$ cat config.mk
export PLATFORM = sky130hd
export DESIGN_NAME = led_pattern_engine_flat
export DESIGN_NICKNAME = d
export VERILOG_FILES = /design/src/rtl/led_pattern_engine_if.sv /design/src/rtl/led_pattern_engine.sv /design/src/flat_wrapper.sv
export SDC_FILE = /design/constraint.sdc
export NUM_CORES = 1
export LEC_CHECK = 0
export CAP_MARGIN = 20
export CORE_ASPECT_RATIO = 0.75
export CORE_MARGIN = 4
export CORE_UTILIZATION = 30
export CTS_BUF_LIST = sky130_fd_sc_hd__clkbuf_4 sky130_fd_sc_hd__clkbuf_8 sky130_fd_sc_hd__clkbuf_16
export CTS_CLUSTER_DIAMETER = 200
export DETAILED_ROUTE_END_ITERATION = 12
export GPL_TIMING_DRIVEN = 0
export SLEW_MARGIN = 10
export SYNTH_ARGS = -nofsm -noshare
export SYNTH_HDL_FRONTEND = slang
export SYNTH_SLANG_ARGS = --single-unit
$ cat constraint.sdc
create_clock -name clk -period 5.9 [get_ports clk]
set_input_delay 0.59 -clock clk [delete_from_list [all_inputs] [get_ports clk]]
set_output_delay 0.59 -clock clk [all_outputs]
set_load 0.01 [all_outputs]
$ cat src/rtl/led_pattern_engine_if.sv
// led_pattern_engine_if: control inputs and LED drive outputs of led_pattern_engine.
// The master side supplies period/mode/mode_load/enable; the slave returns led/active_idx/step_tick.
interface led_pattern_engine_if #(
    parameter int unsigned N_LED    = 8,
    parameter int unsigned PERIOD_W = 4
);
    logic [PERIOD_W-1:0]      period;
    logic [2:0]               mode;
    logic                     mode_load;
    logic                     enable;
    logic [N_LED-1:0]         led;
    logic [$clog2(N_LED)-1:0] active_idx;
    logic                     step_tick;

    modport master (
        output period, mode, mode_load, enable,
        input  led, active_idx, step_tick
    );

    modport slave (
        input  period, mode, mode_load, enable,
        output led, active_idx, step_tick
    );
endinterface

$ cat src/rtl/led_pattern_engine.sv
// led_pattern_engine: prescaler, step timer, per-mode pattern state and shared PWM compare.
// Define GAMMA_EN to compare BREATHE duty through a quadratic gamma ((duty*duty) >> PWM_BITS).
module led_pattern_engine #(
    parameter int unsigned N_LED    = 8,
    parameter int unsigned PWM_BITS = 8,
    parameter int unsigned TICK_DIV = 12000,
    parameter int unsigned PERIOD_W = 4
) (
    input logic                 clk,
    input logic                 rst_n,
    led_pattern_engine_if.slave bus
);
    localparam int unsigned IDX_W   = $clog2(N_LED);
    localparam int unsigned PRESC_W = $clog2(TICK_DIV);
    localparam logic [PRESC_W-1:0]  PrescMax = PRESC_W'(TICK_DIV - 1);
    localparam logic [IDX_W-1:0]    IdxMax   = IDX_W'(N_LED - 1);
    localparam logic [PWM_BITS-1:0] DutyStep = PWM_BITS'(1 << (PWM_BITS - 4));
    localparam logic [PWM_BITS-1:0] DutyMax  = PWM_BITS'((1 << PWM_BITS) - (1 << (PWM_BITS - 4)));

    typedef enum logic [2:0] {
        ModeOff     = 3'd0,
        ModeOn      = 3'd1,
        ModeBlink   = 3'd2,
        ModeChase   = 3'd3,
        ModeBounce  = 3'd4,
        ModeBreathe = 3'd5,
        ModeHeart   = 3'd6,
        ModeRsvd    = 3'd7
    } mode_e;

    typedef enum logic [1:0] {StBeat1, StGap, StBeat2, StRest} hb_state_e;

    logic [PRESC_W-1:0]  presc_q, presc_d;
    logic [PERIOD_W-1:0] step_q, step_d;
    logic [PERIOD_W-1:0] period_l_q, period_l_d;
    logic [PWM_BITS-1:0] pwm_q, pwm_d;
    mode_e               mode_q, mode_d;
    logic [IDX_W-1:0]    idx_q, idx_d;
    logic [PWM_BITS-1:0] duty_q, duty_d;
    logic                dir_down_q, dir_down_d;  // shared by BOUNCE and BREATHE
    logic                phase_q, phase_d;
    hb_state_e           hb_state_q, hb_state_d;
    logic [3:0]          hb_cnt_q, hb_cnt_d;
    logic [3:0]          hb_last;
    logic [N_LED-1:0]    led_q, led_d, led_pat;
    logic [IDX_W-1:0]    active_idx_q, active_idx_d;
    logic                step_tick_q, step_tick_d;
    logic                base_tick, step_wrap, advance;
    logic [PWM_BITS-1:0] duty_cmp;

    assign base_tick = (presc_q == PrescMax);
    assign step_wrap = bus.enable && base_tick && (step_q == period_l_q);
    // A mode_load in the wrap cycle swallows that step.
    assign advance   = step_wrap && !bus.mode_load;
    assign hb_last   = (hb_state_q == StRest) ? 4'd9 : 4'd1;

`ifdef GAMMA_EN
    logic [2*PWM_BITS-1:0] duty_sq;
    assign duty_sq  = {{PWM_BITS{1'b0}}, duty_q} * {{PWM_BITS{1'b0}}, duty_q};
    assign duty_cmp = duty_sq[2*PWM_BITS-1:PWM_BITS];
`else
    assign duty_cmp = duty_q;
`endif

    // Next state for timers, pattern state and heartbeat FSM.
    always_comb begin
        presc_d     = presc_q;
        step_d      = step_q;
        period_l_d  = period_l_q;
        pwm_d       = pwm_q + 1'b1;
        mode_d      = mode_q;
        idx_d       = idx_q;
        duty_d      = duty_q;
        dir_down_d  = dir_down_q;
        phase_d     = phase_q;
        hb_state_d  = hb_state_q;
        hb_cnt_d    = hb_cnt_q;
        step_tick_d = advance;

        if (bus.enable) begin
            presc_d = base_tick ? '0 : presc_q + 1'b1;
            if (base_tick) begin
                if (step_q == period_l_q) begin
                    step_d     = '0;
                    period_l_d = bus.period;
                end else begin
                    step_d = step_q + 1'b1;
                end
            end
        end

        if (advance) begin
            case (mode_q)
                ModeBlink: phase_d = ~phase_q;
                ModeChase: idx_d = (idx_q == IdxMax) ? '0 : idx_q + 1'b1;
                ModeBounce: begin
                    if (!dir_down_q) begin
                        if (idx_q == IdxMax) begin
                            dir_down_d = 1'b1;
                            idx_d      = idx_q - 1'b1;
                        end else begin
                            idx_d = idx_q + 1'b1;
                        end
                    end else if (idx_q == '0) begin
                        dir_down_d = 1'b0;
                        idx_d      = idx_q + 1'b1;
                    end else begin
                        idx_d = idx_q - 1'b1;
                    end
                end
                ModeBreathe: begin
                    if (!dir_down_q) begin
                        if (duty_q == DutyMax) begin
                            dir_down_d = 1'b1;
                            duty_d     = duty_q - DutyStep;
                        end else begin
                            duty_d = duty_q + DutyStep;
                        end
                    end else if (duty_q == '0) begin
                        dir_down_d = 1'b0;
                        duty_d     = duty_q + DutyStep;
                    end else begin
                        duty_d = duty_q - DutyStep;
                    end
                end
                ModeHeart: begin
                    if (hb_cnt_q == hb_last) begin
                        hb_cnt_d = '0;
                        case (hb_state_q)
                            StBeat1: hb_state_d = StGap;
                            StGap:   hb_state_d = StBeat2;
                            StBeat2: hb_state_d = StRest;
                            default: hb_state_d = StBeat1;
                        endcase
                    end else begin
                        hb_cnt_d = hb_cnt_q + 1'b1;
                    end
                end
                default: ;
            endcase
        end

        // Prescaler and PWM counter deliberately keep running across a load.
        if (bus.mode_load) begin
            mode_d     = mode_e'(bus.mode);
            step_d     = '0;
            idx_d      = '0;
            duty_d     = '0;
            dir_down_d = 1'b0;
            phase_d    = 1'b0;
            hb_state_d = StBeat1;
            hb_cnt_d   = '0;
        end
    end

    // Decode the current pattern state into LED levels.
    always_comb begin
        led_pat = '0;
        case (mode_q)
            ModeOn:                led_pat = '1;
            ModeBlink:             led_pat = {N_LED{phase_q}};
            ModeChase, ModeBounce: led_pat = N_LED'(1) << idx_q;
            ModeBreathe:           led_pat = {N_LED{duty_cmp > pwm_q}};
            ModeHeart:  led_pat = {N_LED{(hb_state_q == StBeat1) || (hb_state_q == StBeat2)}};
            default:               led_pat = '0;
        endcase
        led_d        = bus.enable ? led_pat : '0;
        active_idx_d = ((mode_q == ModeChase) || (mode_q == ModeBounce)) ? idx_q : '0;
    end

    // State registers with synchronous active-low reset.
    always_ff @(posedge clk) begin
        if (!rst_n) begin
            presc_q      <= '0;
            step_q       <= '0;
            period_l_q   <= '0;
            pwm_q        <= '0;
            mode_q       <= ModeOff;
            idx_q        <= '0;
            duty_q       <= '0;
            dir_down_q   <= 1'b0;
            phase_q      <= 1'b0;
            hb_state_q   <= StBeat1;
            hb_cnt_q     <= '0;
            led_q        <= '0;
            active_idx_q <= '0;
            step_tick_q  <= 1'b0;
        end else begin
            presc_q      <= presc_d;
            step_q       <= step_d;
            period_l_q   <= period_l_d;
            pwm_q        <= pwm_d;
            mode_q       <= mode_d;
            idx_q        <= idx_d;
            duty_q       <= duty_d;
            dir_down_q   <= dir_down_d;
            phase_q      <= phase_d;
            hb_state_q   <= hb_state_d;
            hb_cnt_q     <= hb_cnt_d;
            led_q        <= led_d;
            active_idx_q <= active_idx_d;
            step_tick_q  <= step_tick_d;
        end
    end

    assign bus.led        = led_q;
    assign bus.active_idx = active_idx_q;
    assign bus.step_tick  = step_tick_q;
endmodule
$ cat src/flat_wrapper.sv
// flat-port wrapper written by rule: the top's interface ports become plain ports
module led_pattern_engine_flat 
#(
    parameter int unsigned N_LED    = 8,
    parameter int unsigned PWM_BITS = 8,
    parameter int unsigned TICK_DIV = 12000,
    parameter int unsigned PERIOD_W = 4
)
  (clk, rst_n, bus_period, bus_mode, bus_mode_load, bus_enable, bus_led, bus_active_idx, bus_step_tick);
  led_pattern_engine_if #(.N_LED(N_LED), .PERIOD_W(PERIOD_W)) bus_i ();
  input logic clk;
  input logic rst_n;
  input wire logic [$bits(bus_i.period)-1:0] bus_period;
  input wire logic [$bits(bus_i.mode)-1:0] bus_mode;
  input wire logic [$bits(bus_i.mode_load)-1:0] bus_mode_load;
  input wire logic [$bits(bus_i.enable)-1:0] bus_enable;
  output wire logic [$bits(bus_i.led)-1:0] bus_led;
  output wire logic [$bits(bus_i.active_idx)-1:0] bus_active_idx;
  output wire logic [$bits(bus_i.step_tick)-1:0] bus_step_tick;
  assign bus_i.period = bus_period;
  assign bus_i.mode = bus_mode;
  assign bus_i.mode_load = bus_mode_load;
  assign bus_i.enable = bus_enable;
  assign bus_led = bus_i.led;
  assign bus_active_idx = bus_i.active_idx;
  assign bus_step_tick = bus_i.step_tick;
  led_pattern_engine #(.N_LED(N_LED), .PWM_BITS(PWM_BITS), .TICK_DIV(TICK_DIV), .PERIOD_W(PERIOD_W)) u_core (.clk(clk), .rst_n(rst_n), .bus(bus_i));
endmodule
==> results of run 1 <==
[synthesized netlist by cell type, types with 2 or more instances]
| library cell | instances | area share |
|---|---|---|
| a21oi_1 | 17 | 0.028 |
| nor3_1 | 4 | 0.0065 |
| nand3_1 | 17 | 0.028 |
| buf_2 | 3 | 0.0049 |
| xnor2_1 | 13 | 0.037 |
| ha_1 | 20 | 0.082 |
| and3_1 | 6 | 0.012 |
| and2_1 | 11 | 0.022 |
| dfxtp_1 | 60 | 0.39 |
| o21ai_0 | 2 | 0.0033 |
| a21o_1 | 3 | 0.0074 |
| clkbuf_1 | 11 | 0.013 |
| or3b_1 | 2 | 0.0057 |
| a211o_1 | 2 | 0.0057 |
| o21ai_1 | 2 | 0.0033 |
| a21boi_1 | 3 | 0.0074 |
| nand3b_1 | 3 | 0.0074 |
| nand4b_1 | 3 | 0.0086 |
| nand4_1 | 10 | 0.020 |
| nor2_1 | 34 | 0.042 |
| nand2_1 | 21 | 0.026 |
| nand2b_1 | 6 | 0.012 |
| or3_1 | 3 | 0.0061 |
| inv_1 | 19 | 0.023 |
| and4_1 | 3 | 0.0086 |
| xor2_1 | 19 | 0.054 |
| and3b_1 | 2 | 0.0057 |
| nor2b_1 | 10 | 0.020 |
| or2_2 | 2 | 0.0041 |
| mux2i_1 | 11 | 0.036 |
[layout make-up]
type	instances	area [sq um]
repair buffers	21	205
well taps	132	165
fillers	989	6070
clock buffers	14	282
inverters	19	71.3
multi-input cells	251	1730
clock inverters	1	30.0
plain buffers	14	56.3
flip-flops and latches	60	1200
[stage by stage]
step / cell area [sq um] / hold slack, ns / power [mW] / utilization
6_report: 3740 / 0.462 / 0.988 / 0.382
5_1_grt: 3740 / 0.482 / 1.03 / 0.382
2_1_floorplan: 3060 / 0.433 / 0.448 / -
3_5_place_dp: 3430 / 0.459 / 0.464 / 0.350
4_1_cts: 3740 / 0.464 / 1.00 / 0.382
3_3_place_gp: 3430 / 0.448 / 0.464 / 0.349
[path summary, 6_finish.rpt]
check | slack (ns) | endpoint | cells past startpoint | startpoint
worst max register to register | 3.64 | u_core.hb_cnt_q[3] | 6 | u_core.presc_q[0]
worst max-delay path | 3.64 | u_core.hb_cnt_q[3] | 6 | u_core.presc_q[0]
worst min register to register | 0.46 | u_core.period_l_q[3] | 2 | u_core.period_l_q[3]
worst min-delay path | 0.46 | u_core.period_l_q[3] | 2 | u_core.period_l_q[3]
[flip-flops by register name, summed over array words and instances, names as in the netlist]
| register | flops |
|---|---|
| u_core.pwm_q | 8 |
| u_core.period_l_q | 4 |
| u_core.idx_q | 3 |
| u_core.step_q | 4 |
| u_core.dir_down_q | 1 |
| u_core.hb_state_q | 2 |
| u_core.duty_cmp | 4 |
| u_core.bus.led | 8 |
| u_core.mode_q | 3 |
| u_core.hb_cnt_q | 4 |
| u_core.bus.active_idx | 3 |
| u_core.bus.step_tick | 1 |
| u_core.phase_q | 1 |
| u_core.presc_q | 14 |
[cell families after synthesis]
kind of cell	Yosys count	share of synthesized area
AOI/OAI and AO/OA	44	0.0964
muxes	12	0.0396
and+or+nand+nor	143	0.257
xor gates and xnor gates	32	0.0915
DFF	60	0.392
adders and majority gates	20	0.0817
buffers and inverters	33	0.0417
[per-layer routing]
| metal | GRT usage | up-vias | share of wire |
|---|---|---|---|
| met5 | 0 | - | 0 |
| met4 | 0.0465 | 0 | 0.0067 |
| met3 | 0.0437 | 2 | 0.039 |
| met2 | 0.168 | 38 | 0.41 |
| met1 | 0.152 | 1093 | 0.54 |
| li1 | - | 1251 | - |
[report_power, final]
part / leakage, nW / internal [mW] / switching (mW)
clock: 0.156 / 0.367 / 0.165
combinational: 0.800 / 0.0183 / 0.0228
sequential: 0.485 / 0.411 / 0.00348
total: 1.44 / 0.797 / 0.191
[worst max-delay path, stage by stage (launching register included)]
cell and delay [ns]:
dfxtp_1 0.37, ha_1 0.18, nand3_1 0.21, nor4_4 0.56
nand4_2 0.28, or3_1 0.41, o2111a_1 0.14
==> run_results.csv, run 1 <==
group,metric,value,unit
outcome,status,"completed",
cts,clock-sinks,60,
drt,drc,0,
global_route,grt_max_degree,11,
global_route,grt_pass1_wl,10.8,mm
sta,tns,0,ns
die,die_h,95.5,microns
logic_synthesis,syn_inst,344,
die,die_width,125,microns
drt,ant_nets,0,
placement,place_ws,3.42,ns
placement,io_buffers,20,
finish,antenna_cells,0,
setup_path,critPathMaxFanout,7,
global_route,antenna_found_initial,0,
sta,min_period,2.26,ns
drt,avgRoutedWirePerCell,12.0,microns
drt,wirelength,6.16,mm
cts,max-clock-path-buffers,2,
global_route,grt_pass1_vias,2263,
logic_synthesis,synth.avg_cell_area,8.90,sq um
cts,clockRootBuffer,"clkbuf_16",
setup_path,cp-end-kind,"flop",
cts,cts_tree,"built",
die,pin_count,23,
sta,max_freq,442,MHz
setup_path,cp-start-kind,"flop",
cts,post_cts_resized,0,
cts,post-cts-setup-buffers,0,
finish,synthToLayoutAreaGrowth,22.3,%
die,core_area,9810,sq um
logic_synthesis,synth-seq-cells,60,
die,rows,31,
pwr,ir_drop,0.117,mV
cts,cts_buffers,9,
placement,place_inst,497,
drt,vias,2384,
global_route,track_usage,0.115,
finish,final_cell_mix,"60 x dfxtp_1, 34 x nor2_1, 21 x nand2_1, 20 x ha_1, 20 x clkdlybuf4s50_1",
finish,fin_nets,407,
sta,fin_ws,3.64,ns
sta,grt_setup_unrepaired,"no",
logic_synthesis,syn_nets,375,
sta,slew_headroom,0.533,
placement,place.gp.congestion,0.812,
pwr,p_leak,1.44,nW
logic_synthesis,seq_area_frac_synth,0.392,
placement,hpwlAfterDp,4.60,mm
sta,finalCritPeriodShare,0.383,
sta,drv_slew,0,
logic_synthesis,synth-edff-count,0,
drt,drt_iter0_markers,89,
finish,fin_cells,512,
finish,layout-drive-gt1-share,0.0684,
global_route,grt.overflow.total,0,
logic_synthesis,yosysWarnings,0,
logic_synthesis,synth_async_sr_flop_share,0,
sta,tightest_slew,0.694,ns
sta,hold_violations,0,
cts,worstSkewPairLatency,0.32,ns
min_path,min_path_type,"flop to flop",
logic_synthesis,ys.flop_type,"dfxtp_1",
drt,dr.pass1.iters,4,
setup_path,critPathArrivalTime,2.47,ns
finish,final_common_cell,"dfxtp_1",
setup_path,worstPathRequired,6.11,ns
pwr,powerDensity,264,nW/um^2
sta,setup_viol,0,
cts,cts.clk_slew.worst_paths,0.05,ns
setup_path,worstSetupPathType,"flop to flop",
run,cap_violations,0,
cts,cts_max_level,3,
die,die_area,11900,sq um
logic_synthesis,ys_types,52,
sta,fin_skew,0.00606,ns
die,initial_core_util,0.312,
logic_synthesis,synth_area,3060,sq um
cts,holdBufCountCts,0,
drt,viasPerCell,4.66,
No activity file was read; power rests on OpenSTA's default activity.
==> run 2: changes to the inputs <==
==> constraint.sdc (replaced) <==
create_clock -name clk -period 2.07 [get_ports clk]
set_input_delay 0.207 -clock clk [delete_from_list [all_inputs] [get_ports clk]]
set_output_delay 0.207 -clock clk [all_outputs]
set_load 0.01 [all_outputs]
==> run 2 against run 1 <==
Net effect: combinational power rose to 3.0 times the previous value; setup slack lost 3.5 ns; clock skew barely moved; cell count up 0.98%; highest routed layer unchanged; count of clock-buffer cells in the layout did not move.
==> run_results.csv, run 2 (synthesis gave the netlist of run 1 again) <==
group,metric,value,unit
pwr,p_leak,1.47,nW
sta,finalCritPeriodShare,0.956,
placement,hpwlAfterDp,4.60,mm
drt,ant_nets,0,
setup_path,cp-end-kind,"flop",
setup_path,critPathArrivalTime,2.19,ns
sta,slew_headroom,0.660,
placement,io_buffers,20,
sta,hold_violations,0,
die,initial_core_util,0.312,
min_path,holdPathStages,3,
global_route,track_usage,0.116,
drt,drt_iter0_markers,81,
sta,setup_viol,0,
die,die_width,125,microns
global_route,grt_pass1_wl,10.9,mm
pwr,ir_drop,0.334,mV
cts,clock-sinks,60,
global_route,antenna_found_initial,0,
cts,cts_max_level,3,
setup_path,cp-start-kind,"flop",
die,pin_count,23,
setup_path,worstSetupPathType,"flop to flop",
drt,wirelength,6.31,mm
min_path,min_path_type,"input pin to flop",
finish,synthToLayoutAreaGrowth,25.6,%
finish,antenna_cells,0,
cts,cts_tree,"built",
setup_path,rrSetupSlack,0.09,ns
sta,min_period,1.98,ns
cts,cts.clk_slew.worst_paths,0.05,ns
finish,final_area,3850,sq um
global_route,grt_max_degree,11,
drt,viasPerCell,4.67,
sta,fin_skew,0.00628,ns
finish,fin_nets,412,
finish,layout-drive-gt1-share,0.104,
finish,largest_register_ffs,14,
setup_path,critPathMaxFanout,7,
finish,fin_cells,517,
placement,place_area,3430,sq um
die,die_h,95.5,microns
setup_path,crit_chain,"ha_2 > nand3_4 > nor4_4 > buf_6 > nand4_4 > or3_1 > o2111a_1",
cts,max-clock-path-buffers,2,
cts,holdBufCountCts,0,
outcome,status,"completed",
die,rows,31,
cts,worstSkewPairLatency,0.32,ns
run,cap_violations,0,
drt,dr.pass1.iters,4,
die,die_area,11900,sq um
setup_path,critPathMaxStageDelay,0.39,ns
die,core_area,9810,sq um
cts,clockRootBuffer,"clkbuf_16",
cts,cts_buffers,9,
drt,drc,0,
placement,place.gp.congestion,0.812,
setup_path,ff2ff_path_depth,7,
sta,drv_slew,0,
drt,avgRoutedWirePerCell,12.2,microns
finish,top_register,"u_core.presc_q",
drt,vias,2414,
global_route,grt_pass1_vias,2291,
pwr,powerDensity,734,nW/um^2
setup_path,worstPathRequired,2.28,ns
finish,final_common_cell,"dfxtp_1",
setup_path,cpMaxStageDelayCell,"or3_1",
finish,final_cell_mix,"59 x dfxtp_1, 34 x nor2_1, 21 x nand2_1, 20 x clkdlybuf4s50_1",
sta,max_freq,505,MHz
placement,place_inst,497,
global_route,grt.overflow.total,0,
sta,tightest_slew,0.509,ns
## run 2: through the flow
step	power, mW	setup TNS (ns)	setup WS, ns	util	hold WS (ns)
2_1_floorplan	1.28	0	0.150	-	0.358
3_3_place_gp	1.32	-1.76	-0.175	0.349	0.448
3_5_place_dp	1.32	-1.99	-0.193	0.350	0.459
4_1_cts	2.86	0	0.0000486	0.385	0.227
5_1_grt	2.94	-0.0183	-0.0117	0.392	0.284
6_report	2.82	0	0.0917	0.392	0.264
## run 2: worst max-delay path: cells and delay by family (launching register included)
| family | cells | cell delay (ns) |
|---|---|---|
| compound gates | 1 | 0.14 |
| fa+ha+maj | 1 | 0.23 |
| buf+inv | 1 | 0.18 |
| flops | 1 | 0.36 |
| simple gates | 4 | 0.94 |
## run 2: layout make-up
type,count,area (sq um)
timing repair buffer,27,254
buffer,13,58.8
clock buffer,14,282
sequential,60,1200
clock inverter,1,30.0
multi-input combinational,251,1780
fill,987,5970
inverter,19,71.3
tap,132,165
## run 2: worst paths after layout
kind	startpoint	to
setup / recovery	u_core.presc_q[1]	u_core.hb_cnt_q[3]
hold / removal	bus_enable	u_core.presc_q[1]
setup reg to reg	u_core.presc_q[1]	u_core.hb_cnt_q[3]
hold reg to reg	u_core.period_l_q[3]	u_core.period_l_q[3]
## run 2: layer usage
metal | vias up | routed length, microns | GRT usage
met5 | - | 0 | 0
met4 | 0 | 82 | 0.0538
met3 | 7 | 251 | 0.0437
met2 | 43 | 2620 | 0.166
met1 | 1105 | 3350 | 0.154
li1 | 1259 | - | -
## run 2: power by group
| group | switching (mW) | leakage [nW] | internal, mW | total (mW) |
|---|---|---|---|---|
| registers | 0.0104 | 0.485 | 1.17 | 1.18 |
| clock network | 0.470 | 0.156 | 1.05 | 1.52 |
| logic | 0.0678 | 0.828 | 0.0553 | 0.123 |
## run 2: timing repair
item | 4_1_cts | 5_1_grt
pin swaps | 1 | 3
gates resized for setup | 2 | 14
buffers inserted | 2 | 4
setup endpoints to repair | 24 | 22
